<file path="config.mk">
export PLATFORM = sky130hd
export DESIGN_NAME = gf180mcu_fd_sc_mcu9t5v0__nand3_bist
export DESIGN_NICKNAME = d
export VERILOG_FILES = /design/src/rtl/gf180mcu_fd_sc_mcu9t5v0__nand3_bist_pkg.sv /design/src/rtl/gf180mcu_fd_sc_mcu9t5v0__nand3_bist_func.sv /design/src/rtl/gf180mcu_fd_sc_mcu9t5v0__nand3_bist.sv
export SDC_FILE = /design/constraint.sdc
export NUM_CORES = 1
export LEC_CHECK = 0
export ABC_AREA = 1
export CAP_MARGIN = 20
export CORE_ASPECT_RATIO = 1.1
export CORE_MARGIN = 1
export CORE_UTILIZATION = 25
export DETAILED_ROUTE_END_ITERATION = 8
export SKIP_LAST_GASP = 1
export SYNTH_ARGS = -nofsm -noshare
export SYNTH_HDL_FRONTEND = slang
export SYNTH_HIERARCHICAL = 1
export SYNTH_SLANG_ARGS = --single-unit
</file>
<file path="constraint.sdc">
create_clock -name CLK -period 1.5 [get_ports CLK]
set_input_delay 0.225 -clock CLK [delete_from_list [all_inputs] [get_ports CLK]]
set_output_delay 0.225 -clock CLK [all_outputs]
set_load 0.05 [all_outputs]
</file>
<file path="src/rtl/gf180mcu_fd_sc_mcu9t5v0__nand3_bist_pkg.sv">
// rtl/gf180mcu_fd_sc_mcu9t5v0__nand3_bist_pkg.sv - shared types and constants for the nand3 BIST
//
// Purpose: state encoding, stimulus code width, last code and settle limits
//          shared by the BIST controller and anything that inspects it.
// Ports:   none (package).
package gf180mcu_fd_sc_mcu9t5v0__nand3_bist_pkg;

    // Stimulus code is {A3,A2,A1}; the run walks 0..LAST_CODE and stops there.
    localparam int CODE_W = 3;
    localparam logic [CODE_W-1:0] LAST_CODE = 3'd7;

    // Legal settle range; the counter is sized to hold SETTLE_MAX-1.
    localparam int SETTLE_MIN = 1;
    localparam int SETTLE_MAX = 15;
    localparam int CNT_W = 4;

    typedef enum logic [1:0] {
        ST_IDLE  = 2'd0,
        ST_APPLY = 2'd1,
        ST_CHECK = 2'd2,
        ST_FIN   = 2'd3
    } state_t;

    // A run is in progress while stimulus is being applied or checked.
    function automatic logic is_busy(input state_t s);
        return (s == ST_APPLY) || (s == ST_CHECK);
    endfunction

endpackage

</file>
<file path="src/rtl/gf180mcu_fd_sc_mcu9t5v0__nand3_bist_func.sv">
// rtl/gf180mcu_fd_sc_mcu9t5v0__nand3_bist_func.sv - functional nand3 golden model
//
// Purpose: behavioural three-input NAND used as the reference response.
// Ports:   A1, A2, A3 - inputs; ZN - ~(A1 & A2 & A3).
module gf180mcu_fd_sc_mcu9t5v0__nand3_func (
    input  logic A1,
    input  logic A2,
    input  logic A3,
    output logic ZN
);

    assign ZN = ~(A1 & A2 & A3);

endmodule

</file>
<file path="src/rtl/gf180mcu_fd_sc_mcu9t5v0__nand3_bist.sv">
// rtl/gf180mcu_fd_sc_mcu9t5v0__nand3_bist.sv - exhaustive stimulus/compare BIST for a nand3 cell
//
// Purpose: on START, drives codes 0..7 onto A1..A3, holds each for SETTLE+1
//          cycles, compares the cell response ZN against a golden nand3 and
//          reports PASS / first failing code, with a one-cycle DONE pulse.
// Ports:   CLK       - clock, rising edge
//          RST       - synchronous active-high reset
//          START     - run request, sampled in IDLE only
//          ZN        - response of the cell under test
//          A1,A2,A3  - stimulus code bits 0..2 (0 when not busy)
//          BUSY      - run in progress
//          DONE      - one-cycle end-of-run pulse
//          PASS      - last completed run had no mismatch
//          FAIL_CODE - first failing code {A3,A2,A1}, 0 when PASS=1
module gf180mcu_fd_sc_mcu9t5v0__nand3_bist
    import gf180mcu_fd_sc_mcu9t5v0__nand3_bist_pkg::*;
#(
    parameter int SETTLE = 2
) (
    input  logic              CLK,
    input  logic              RST,
    input  logic              START,
    input  logic              ZN,
    output logic              A1,
    output logic              A2,
    output logic              A3,
    output logic              BUSY,
    output logic              DONE,
    output logic              PASS,
    output logic [CODE_W-1:0] FAIL_CODE
);

    if ((SETTLE < SETTLE_MIN) || (SETTLE > SETTLE_MAX)) begin : g_bad_settle
        $error("SETTLE out of range 1..15");
    end

    // Last APPLY count; reaching it moves to CHECK, so a code is driven for
    // SETTLE APPLY cycles plus the CHECK cycle.
    localparam logic [CNT_W-1:0] CNT_LAST = CNT_W'(SETTLE - 1);

    state_t              state, state_nx;
    logic [CODE_W-1:0]   code, code_nx;
    logic [CNT_W-1:0]    cnt, cnt_nx;
    logic                pass_q, pass_nx;
    logic [CODE_W-1:0]   fail_q, fail_nx;
    logic                expected;

    gf180mcu_fd_sc_mcu9t5v0__nand3_func u_golden (
        .A1 (code[0]),
        .A2 (code[1]),
        .A3 (code[2]),
        .ZN (expected)
    );

    always_ff @(posedge CLK) begin
        if (RST) begin
            state  <= ST_IDLE;
            code   <= '0;
            cnt    <= '0;
            pass_q <= 1'b0;
            fail_q <= '0;
        end else begin
            state  <= state_nx;
            code   <= code_nx;
            cnt    <= cnt_nx;
            pass_q <= pass_nx;
            fail_q <= fail_nx;
        end
    end

    always_comb begin
        state_nx = state;
        code_nx  = code;
        cnt_nx   = cnt;
        pass_nx  = pass_q;
        fail_nx  = fail_q;
        case (state)
            ST_IDLE: begin
                if (START) begin
                    state_nx = ST_APPLY;
                    code_nx  = '0;
                    cnt_nx   = '0;
                end
            end
            ST_APPLY: begin
                if (cnt == CNT_LAST) begin
                    state_nx = ST_CHECK;
                end else begin
                    cnt_nx = cnt + CNT_W'(1);
                end
            end
            ST_CHECK: begin
                // ZN is looked at here and nowhere else.
                if (ZN != expected) begin
                    state_nx = ST_FIN;
                    pass_nx  = 1'b0;
                    fail_nx  = code;
                end else if (code == LAST_CODE) begin
                    state_nx = ST_FIN;
                    pass_nx  = 1'b1;
                    fail_nx  = '0;
                end else begin
                    state_nx = ST_APPLY;
                    code_nx  = code + CODE_W'(1);
                    cnt_nx   = '0;
                end
            end
            ST_FIN: begin
                state_nx = ST_IDLE;
            end
            default: begin
                state_nx = ST_IDLE;
            end
        endcase
    end

    assign BUSY         = is_busy(state);
    assign DONE         = (state == ST_FIN);
    // Code register keeps its last value after a run; mask it outside BUSY.
    assign {A3, A2, A1} = BUSY ? code : '0;
    assign PASS         = pass_q;
    assign FAIL_CODE    = fail_q;

endmodule

</file>
==> results of run 1 <==
[per-layer routing]
layer  GRT usage, %  vias up
met5              0        -
met4          4.181        0
met3          3.520        5
met2          21.18       12
met1          13.21      362
li1               -      423
[layout make-up]
cell class	instances	area, µm²	area share, %
sequential	13	266.5	23.46
tap	34	42.54	3.744
timing repair buffer	19	212.7	18.72
multi-input combinational	88	501.7	44.16
inverter	20	86.33	7.599
clock buffer	4	26.28	2.313
[cells in the mapped netlist]
library cell and count:
nor2_2 1, inv_1 18, nor3_1 2, a21oi_2 2, nor2_1 12, or2_1 1
buf_6 1, nand2_4 1, o21ai_1 1, nand2_2 3, o21bai_1 1, nand3_2 1
ha_1 8, a21oi_1 10, nand4_1 1, nand2_1 38, inv_2 2, dfxtp_1 13
nand3_1 5, nor2_4 1
[per-stage QoR]
stage                     power (mW)  utilization (%)  area (µm²)  hold WS, ns  worst slack [ns]
final                          2.152            36.96        1136       0.4716           0.01789
after global routing           2.345            36.96        1136       0.4905          -0.04462
after CTS                      2.120            36.30        1116       0.4752          0.005514
after detailed placement       1.746            33.82        1040       0.4626           0.05930
after global placement         1.719            33.82        1040       0.4682           0.06408
after floorplan                1.385                -       833.3       0.2874          0.009030
[worst max path at each step]
| stage | depth (start not counted) | endpoint | start |
|---|---|---|---|
| 6_report | 5 | A3 | state[1]$_SDFFE_PP0P_ |
| 5_1_grt | 5 | A3 | state[1]$_SDFFE_PP0P_ |
| 4_1_cts | 5 | A3 | state[0]$_SDFFE_PP0P_ |
| 3_5_place_dp | 8 | code[0]$_SDFFE_PP0P_ | code[0]$_SDFFE_PP0P_ |
| 3_3_place_gp | 8 | cnt[1]$_SDFFE_PP0P_ | START |
| 2_1_floorplan | 4 | A1 | state[0]$_SDFFE_PP0P_ |
[power breakdown]
part / internal (mW) / total [mW] / switching, mW
registers: 0.458 / 0.575 / 0.117
clock network: 0.103 / 0.215 / 0.112
logic: 0.607 / 1.36 / 0.755
total: 1.17 / 2.15 / 0.984
[worst max-delay path, stage by stage (launching register included)]
cell and delay, ns:
dfxtp_2 0.34, inv_2 0.05, ha_4 0.26, nand2_2 0.09, clkinvlp_4 0.09, buf_12 0.15
[registers in the layout, summed over array words and instances (netlist names)]
register and cells:
cnt 4, FAIL_CODE 3, code 3, state 2
PASS 1
[repair_timing]
item | in CTS | in global routing
buffers inserted | 4 | 1
resized for setup | 8 | 5
pin swaps | 1 | 0
cloned | 0 | 0
endpoints found under the hold margin | 0 | 0
setup endpoints to repair | 4 | 9
[kinds of logic after synthesis]
group	after synthesis	synth area share (%)
and+or+nand+nor	66	35.73
buffers and inverters	21	10.53
AOI/OAI and AO/OA	14	9.771
DFF	13	31.76
adders and majority gates	8	12.21
==> metrics.txt, run 1 <==
final-report setup violation count 0; First DRT Iteration DRCs 11; Die Ht 62.05 µm; Post-DRT Antenna Nets 0; crit path launch type register; vias 802; Detailed Route WL 1738 µm; WL/cell 9.764 µm; hold path depth 2; total core area 0.003074 mm²; Ys Warns 6; largest cells by area after synthesis dfxtp_1, nand2_1, ha_1, inv_1, a21oi_1; DRC viols 0; measured slew at the worst slew-check pin 0.2432 ns; Hold EP FAIL_CODE[0]$_SDFFE_PP0P_; CP arrival 1.26 ns; GPL Wtd Cong 0.8289; crit end category output pin; Area Growth Syn to Fin 38.63%; most frequent cells in the layout nand2_1, inv_1, nor2_1, buf_4, a21oi_1; FILL cells 328; post-route insts no fill 178; vias in the first global route 775; buffers added on ports 12; dpl cells 169; via/cell ratio 4.506; Antenna Diode Count 0; Setup TNS 0 ns; status completed; Worst Hold Class reg -> reg; die area 0.003511 mm²; max-cap viol count 0; share of layout cells above drive strength 1 31.25%; critical path required time 1.27 ns; met1 wire length 773 µm; Clk Latency, worst-skew pair 0.28 ns; pins over their slew limit 0; Hold Vio Cnt, Final 0; syn avg cell area 6.718 µm²; r2r setup slk 0.10 ns; Final nets 157; Seq/Total Area, Yosys 31.76%; slew margin rel. 83.77%; first-pass GRT wire length 3167 µm; post-synthesis instance area 819.5 µm²; Seq cells post-synth 13; DP HPWL 1333 µm; CTS clk-pin slew, worst paths 0.08 ns; Synth Instances 122; Leak Pwr 0.5196 nW; Routed met2 length 856 µm; clock skew 0.003707 ns; commonest non-fill, non-tap cell in the layout nand2_1; CTS Buf Count 3; gr ovfl total 0; CTS Buffer Depth 2; met3 WL 77 µm; Final Cycle Share 98.81%; maximum vdd drop 0.0009310 V; hold buffer count at CTS 0; Mapped Nets 134; TritonCTS clock tree done; Period minus WS final 1.482 ns; worst r2r src code[0]$_SDFFE_PP0P_; clk sink count 13; gr usage total 11.66%; area share of the largest cell type after synthesis 31.76%; effective utilization at floorplan 26.66%; FP Rows 21; area leader, netlist dfxtp_1; reg2reg end code[0]$_SDFFE_PP0P_; H-tree depth 1; Setup CP Type reg -> out; Hold Path Origin FAIL_CODE[0]$_SDFFE_PP0P_; DRT Pass-1 Iters 4; CTS Root Cell clkbuf_4; Die Width 56.59 µm; unrepaired setup endpoints after global routing true; fmax 674.7 MHz; IO Pins 13; CP max FO 4; power per cell area 1894 mW/mm²; largest net degree at the start of global routing 8; antenna violations before repair 0; Max Used Layer met4; synth unique cells 20; R2R cell count 8
(Power assumes the default switching activity.)
==> run 2, diff against run 1 <==
- SKIP_LAST_GASP: 1 -> default
==> results of run 2 <==
Same layout as run 1: the final DEF is identical, and so are final timing and power.
